`config.mk`:
```
export PLATFORM = sky130hd
export DESIGN_NAME = outport_capture_flat
export DESIGN_NICKNAME = d
export VERILOG_FILES = /design/src/rtl/outport_capture_if.sv /design/src/rtl/outport_capture.sv /design/src/flat_wrapper.sv
export SDC_FILE = /design/constraint.sdc
export NUM_CORES = 1
export LEC_CHECK = 0
export ABC_AREA = 1
export BUFFER_PORTS_ARGS = -buffer_cell sky130_fd_sc_hd__buf_2
export CAP_MARGIN = 10
export CORE_ASPECT_RATIO = 2
export CORE_MARGIN = 1
export CORE_UTILIZATION = 52
export DETAILED_ROUTE_END_ITERATION = 8
export MAX_ROUTING_LAYER = met4
export PLACE_DENSITY = 0.8
export REMOVE_ABC_BUFFERS = 1
export SYNTH_ARGS = -nofsm -noshare
export SYNTH_HDL_FRONTEND = slang
export SYNTH_SLANG_ARGS = --single-unit
```
`constraint.sdc`:
```
create_clock -name clk -period 1.94 [get_ports clk]
set_clock_uncertainty 0.15 [all_clocks]
set_input_delay 0.097 -clock clk [delete_from_list [all_inputs] [get_ports clk]]
set_output_delay 0.097 -clock clk [all_outputs]
set_load 0.02 [all_outputs]
```
`src/rtl/outport_capture_if.sv`:
```
// rtl/outport_capture_if.sv - valid/ready stream carrying captured outport values
interface outport_capture_if #(
  parameter int DATA_W = 8
) ();
  logic [DATA_W-1:0] m_data;
  logic              m_valid;
  logic              m_ready;

  // Capture block drives data/valid, downstream consumer drives ready
  modport master (output m_data, output m_valid, input m_ready);
  modport slave  (input m_data, input m_valid, output m_ready);
endinterface

```
`src/rtl/outport_capture.sv`:
```
// rtl/outport_capture.sv - change-detecting outport sampler feeding a show-ahead FIFO stream (optional OUTPORT_CAP_SYNC_EN input synchronizer)
module outport_capture #(
  parameter int DATA_W = 8,
  parameter int DEPTH  = 4
) (
  input  logic                    clk,
  input  logic                    reset,
  input  logic [DATA_W-1:0]       outport_in,
  input  logic                    en,
  outport_capture_if.master       m_if,
  output logic [$clog2(DEPTH):0]  level,
  output logic                    overflow,
  output logic [7:0]              capture_cnt
);
  localparam int PW = $clog2(DEPTH);
  localparam int LW = PW + 1;

  typedef enum logic [1:0] {
    IDLE  = 2'd0,
    PRIME = 2'd1,
    TRACK = 2'd2
  } state_t;

  logic [DATA_W-1:0] s;

`ifdef OUTPORT_CAP_SYNC_EN
  logic [DATA_W-1:0] sync1_q, sync1_d;
  logic [DATA_W-1:0] sync2_q, sync2_d;

  // Two-stage shift of the foreign-clock port value
  always_comb begin
    sync1_d = outport_in;
    sync2_d = sync1_q;
  end

  // Synchronizer flops, cleared on reset
  always_ff @(posedge clk or negedge reset) begin
    if (!reset) begin
      sync1_q <= '0;
      sync2_q <= '0;
    end else begin
      sync1_q <= sync1_d;
      sync2_q <= sync2_d;
    end
  end

  assign s = sync2_q;
`else
  assign s = outport_in;
`endif

  state_t            state_q, state_d;
  logic [DATA_W-1:0] prev_q, prev_d;
  logic              push_req;

  logic [DATA_W-1:0] mem_q [DEPTH];
  logic [DATA_W-1:0] mem_d [DEPTH];
  logic [PW-1:0]     wr_ptr_q, wr_ptr_d;
  logic [PW-1:0]     rd_ptr_q, rd_ptr_d;
  logic [LW-1:0]     level_q, level_d;
  logic              overflow_q, overflow_d;
  logic [7:0]        cnt_q, cnt_d;

  logic              valid;
  logic              full;
  logic              pop;
  logic              push_ok;

  // Capture FSM: PRIME pushes the current sample once, TRACK pushes on change
  always_comb begin
    state_d  = state_q;
    prev_d   = prev_q;
    push_req = 1'b0;
    case (state_q)
      IDLE: begin
        if (en) state_d = PRIME;
      end
      PRIME: begin
        if (en) begin
          push_req = 1'b1;
          prev_d   = s;
          state_d  = TRACK;
        end else begin
          state_d = IDLE;
        end
      end
      TRACK: begin
        if (en) begin
          push_req = (s != prev_q);
          prev_d   = s;
        end else begin
          state_d = IDLE;
        end
      end
      default: state_d = IDLE;
    endcase
  end

  // FIFO bookkeeping: a full FIFO still accepts a push when a pop frees the slot
  always_comb begin
    valid      = (level_q != '0);
    full       = (level_q == LW'(DEPTH));
    pop        = valid & m_if.m_ready;
    push_ok    = push_req & (~full | pop);

    mem_d      = mem_q;
    if (push_ok) mem_d[wr_ptr_q] = s;

    wr_ptr_d   = wr_ptr_q + PW'(push_ok);
    rd_ptr_d   = rd_ptr_q + PW'(pop);
    level_d    = level_q + LW'(push_ok) - LW'(pop);
    overflow_d = overflow_q | (push_req & full & ~pop);
    cnt_d      = cnt_q + 8'(push_ok);
  end

  // Control state registers
  always_ff @(posedge clk or negedge reset) begin
    if (!reset) begin
      state_q    <= IDLE;
      prev_q     <= '0;
      wr_ptr_q   <= '0;
      rd_ptr_q   <= '0;
      level_q    <= '0;
      overflow_q <= 1'b0;
      cnt_q      <= '0;
    end else begin
      state_q    <= state_d;
      prev_q     <= prev_d;
      wr_ptr_q   <= wr_ptr_d;
      rd_ptr_q   <= rd_ptr_d;
      level_q    <= level_d;
      overflow_q <= overflow_d;
      cnt_q      <= cnt_d;
    end
  end

  // FIFO storage; cleared so the idle head reads as zero after reset
  always_ff @(posedge clk or negedge reset) begin
    if (!reset) begin
      for (int i = 0; i < DEPTH; i++) mem_q[i] <= '0;
    end else begin
      mem_q <= mem_d;
    end
  end

  assign m_if.m_data  = mem_q[rd_ptr_q];
  assign m_if.m_valid = valid;
  assign level        = level_q;
  assign overflow     = overflow_q;
  assign capture_cnt  = cnt_q;
endmodule

```
`src/flat_wrapper.sv`:
```
// flat-port wrapper written by rule: the top's interface ports become plain ports
module outport_capture_flat 
#(
  parameter int DATA_W = 8,
  parameter int DEPTH  = 4
)
  (clk, reset, outport_in, en, level, overflow, capture_cnt, m_if_m_data, m_if_m_valid, m_if_m_ready);
  outport_capture_if #(.DATA_W(DATA_W)) m_if_i ();
  input  logic clk;
  input  logic reset;
  input  logic [DATA_W-1:0] outport_in;
  input  logic en;
  output logic [$clog2(DEPTH):0] level;
  output logic overflow;
  output logic [7:0] capture_cnt;
  output wire logic [$bits(m_if_i.m_data)-1:0] m_if_m_data;
  output wire logic [$bits(m_if_i.m_valid)-1:0] m_if_m_valid;
  input wire logic [$bits(m_if_i.m_ready)-1:0] m_if_m_ready;
  assign m_if_m_data = m_if_i.m_data;
  assign m_if_m_valid = m_if_i.m_valid;
  assign m_if_i.m_ready = m_if_m_ready;
  outport_capture #(.DATA_W(DATA_W), .DEPTH(DEPTH)) u_core (.clk(clk), .reset(reset), .outport_in(outport_in), .en(en), .m_if(m_if_i), .level(level), .overflow(overflow), .capture_cnt(capture_cnt));
endmodule
```
==> results.ini <==
[timing]
finalSetupViolations=37
fin_crit_sh=1.07
tightest_slew_ps=592
final.setup.tns_ps=-2790
max-slew-margin-rel=0.605
finalHoldViolCount=0
max_freq_mhz=481
setup_ws_ps=-141
grt_setup_unrepaired=true
maxSlewViolCount=0
fin_crit_ps=2080
holdWs_ps=8.85

[grt]
grt_overflow=0
antenna_found_initial=0
grt_pass1_wl_um=11200
grt_max_degree=25
grtUsageTotal=0.281
grt_pass1_vias=2394

[placed_design]
dpl_worst_slack_ps=-126
dp_hpwl_um=4350
placedCellCount=411
post_dp_cell_area_sq_um=3210
gp_congestion=0.801
io_buffers=32

[critical_path]
worstPathArrival_ps=2170
crit_type=flop to flop
critical_path.cell_chain=inv_1, nand2_1, nand2_1, nand2_1, nor2_1, nand2_1, nand2_1, nand2_2, nand3_4, buf_4, nor2_4, buf_6, nand2_8, nand2_2, o21ai_2
crit_end=u_core.mem_q[21]
slowest_delay_ps=400
crit_family=simple AND/OR/NAND/NOR gates
cp.required_ps=2030
slowest_stage=dfrtp_1
reg2reg_depth=15
worst-path-stages=15
crit_top_cell=nand2_1
critical_path.startpoint=u_core.prev_q[1]
cp-end-kind=flop
regToRegSetupSlack_ps=-140
critPathLaunchType=flop
r2r_end=u_core.mem_q[21]
reg2reg_from=u_core.prev_q[1]
crit_fanout=9
crit_buf_inv=3

[finish]
mostFrequentLayoutCell=dfrtp_1
stdcell_count=453
diodes=0
final_cell_mix=58 x dfrtp_1, 42 x nand2_1, 35 x buf_4
post-route-cell-area_sq_um=3840
final_util=0.734
fin_nets=409
drive_above_1_share=0.468
area_delta_synth_final_pct=34.7

[die]
rows=37
io_pins=33
die_x_um=54.4
dieArea_sq_um=5800
chipHeight_um=107
core_sq_um=5230
initial_core_util=0.545

[route]
route.vias.total=2492
drt-total-wl_um=7820
drc_errors=0
dr.pass1.iters=4
routed_via_density=5.50
wl_per_cell_um=17.3
ant_nets=0
drt_iter0_markers=97

[synthesis]
synth_top_cell_by_area=dfrtp_1
ys_dominant_reg_cell=dfrtp_1
synth-edff-count=0
synth_top_area_share=0.509
ys.warnings.count=0
syn_avg_cell_area_sq_um=9.38
synth_area_sq_um=2850
synth_area_leaders=dfrtp_1 51%, o21ai_2 9.8%, nand2_1 9.1%
async_flop_share=1.00
synth_seq_cells=58
synth_cell_types=24
seq_area_frac_synth=0.509
synth_cells=304

[pwr]
power.density_nw_per_um2=1700
p_total_mw=6.51
ir_drop_v=0.00130
p_leak_nw=1.86

[cts]
clock-sinks=58
clk_path_buf_depth=2
cts_root_buf=clkbuf_8
htreeDepth=3
clkTransAtPathRegs_ps=70
cts_tree=yes
cts_inserted_buffers=9
clock_latency_ps=350

[status]
status=finished, violations left
violations=negative setup slack

[hold_path]
hold_path_class=input port to flop

[job]
drv_cap=0

## worst min path at each step
stage	slack, ps	from	to	cells after the start
finish	9	outport_in[3]	u_core.mem_q[27]	3
global placement	-90	reset	u_core.level[2]	1
CTS	0.5	outport_in[5]	u_core.mem_q[21]	3
floorplan	-350	reset	u_core.capture_cnt[0]	0
detailed placement	-80	reset	u_core.level[2]	1
global route	20	m_if_m_ready	u_core.overflow	3
## cell families after synthesis
logic type               count (synthesis)  share of synthesized area
AND/OR/NAND/NOR                        114                      0.182
buffers and inverters                   41                     0.0645
adder cells (fa/ha/maj)                  7                     0.0333
XOR/XNOR                                12                     0.0369
AO/OA/AOI/OAI                           72                      0.174
flip-flops                              58                      0.509
## layer usage
metal	up-vias	track usage	routed length, um
met5	-	-	0
met4	0	0.121	199
met3	16	0.0567	321
met2	68	0.474	4420
met1	1241	0.304	2880
li1	1167	-	-
## area by class of cell
cell class | count | area, sq um
tap | 58 | 72.6
sequential | 58 | 1450
clock inverter | 3 | 15.0
fill | 352 | 1390
clock buffer | 13 | 149
timing repair buffer | 80 | 559
multi-input combinational | 208 | 1470
inverter | 33 | 124
## state kept, by name, summed over array words and instances, names as in the netlist
register,cells
u_core.capture_cnt,8
u_core.level,3
u_core.mem_q,32
u_core.overflow,1
u_core.prev_q,8
u_core.rd_ptr_q,2
u_core.state_q,2
u_core.wr_ptr_q,2
## synth_stat cells, types with 4 or more instances
cell,count
nand2_4,4
ha_1,6
nand2_2,8
nor2_1,23
xor2_1,7
inv_1,27
dfrtp_1,58
buf_6,4
o22ai_1,9
inv_2,6
xnor2_1,5
o21ai_2,32
nand2_1,69
o21ai_0,29
clkbuf_1,4
## worst register-to-register path, cell delays in order (launching register included)
cell	delay [ps]
dfrtp_1	400
inv_1	70
nand2_1	60
nand2_1	60
nand2_1	90
nor2_1	50
nand2_1	50
nand2_1	50
nand2_2	90
nand3_4	90
buf_4	180
nor2_4	180
buf_6	150
nand2_8	110
nand2_2	140
o21ai_2	60
## report_power, final
| group | leakage (nW) | total, mW | switching [mW] | internal [mW] |
|---|---|---|---|---|
| Sequential | 0.732 | 2.21 | 0.479 | 1.73 |
| Combinational | 1.04 | 3.33 | 1.93 | 1.40 |
| Clock | 0.0872 | 0.968 | 0.476 | 0.492 |
| Total | 1.86 | 6.51 | 2.88 | 3.63 |
## timing repair
| action | 4_1_cts | 5_1_grt |
|---|---|---|
| cloned | 0 | 3 |
| hold buffers | 8 | 0 |
| pin swaps | 2 | 9 |
| setup buffers | 9 | 8 |
| setup endpoints to repair | 5 | 46 |
| endpoints found under the hold margin | 53 | 0 |
| gates resized for setup | 14 | 52 |
(Power assumes the default switching activity.)
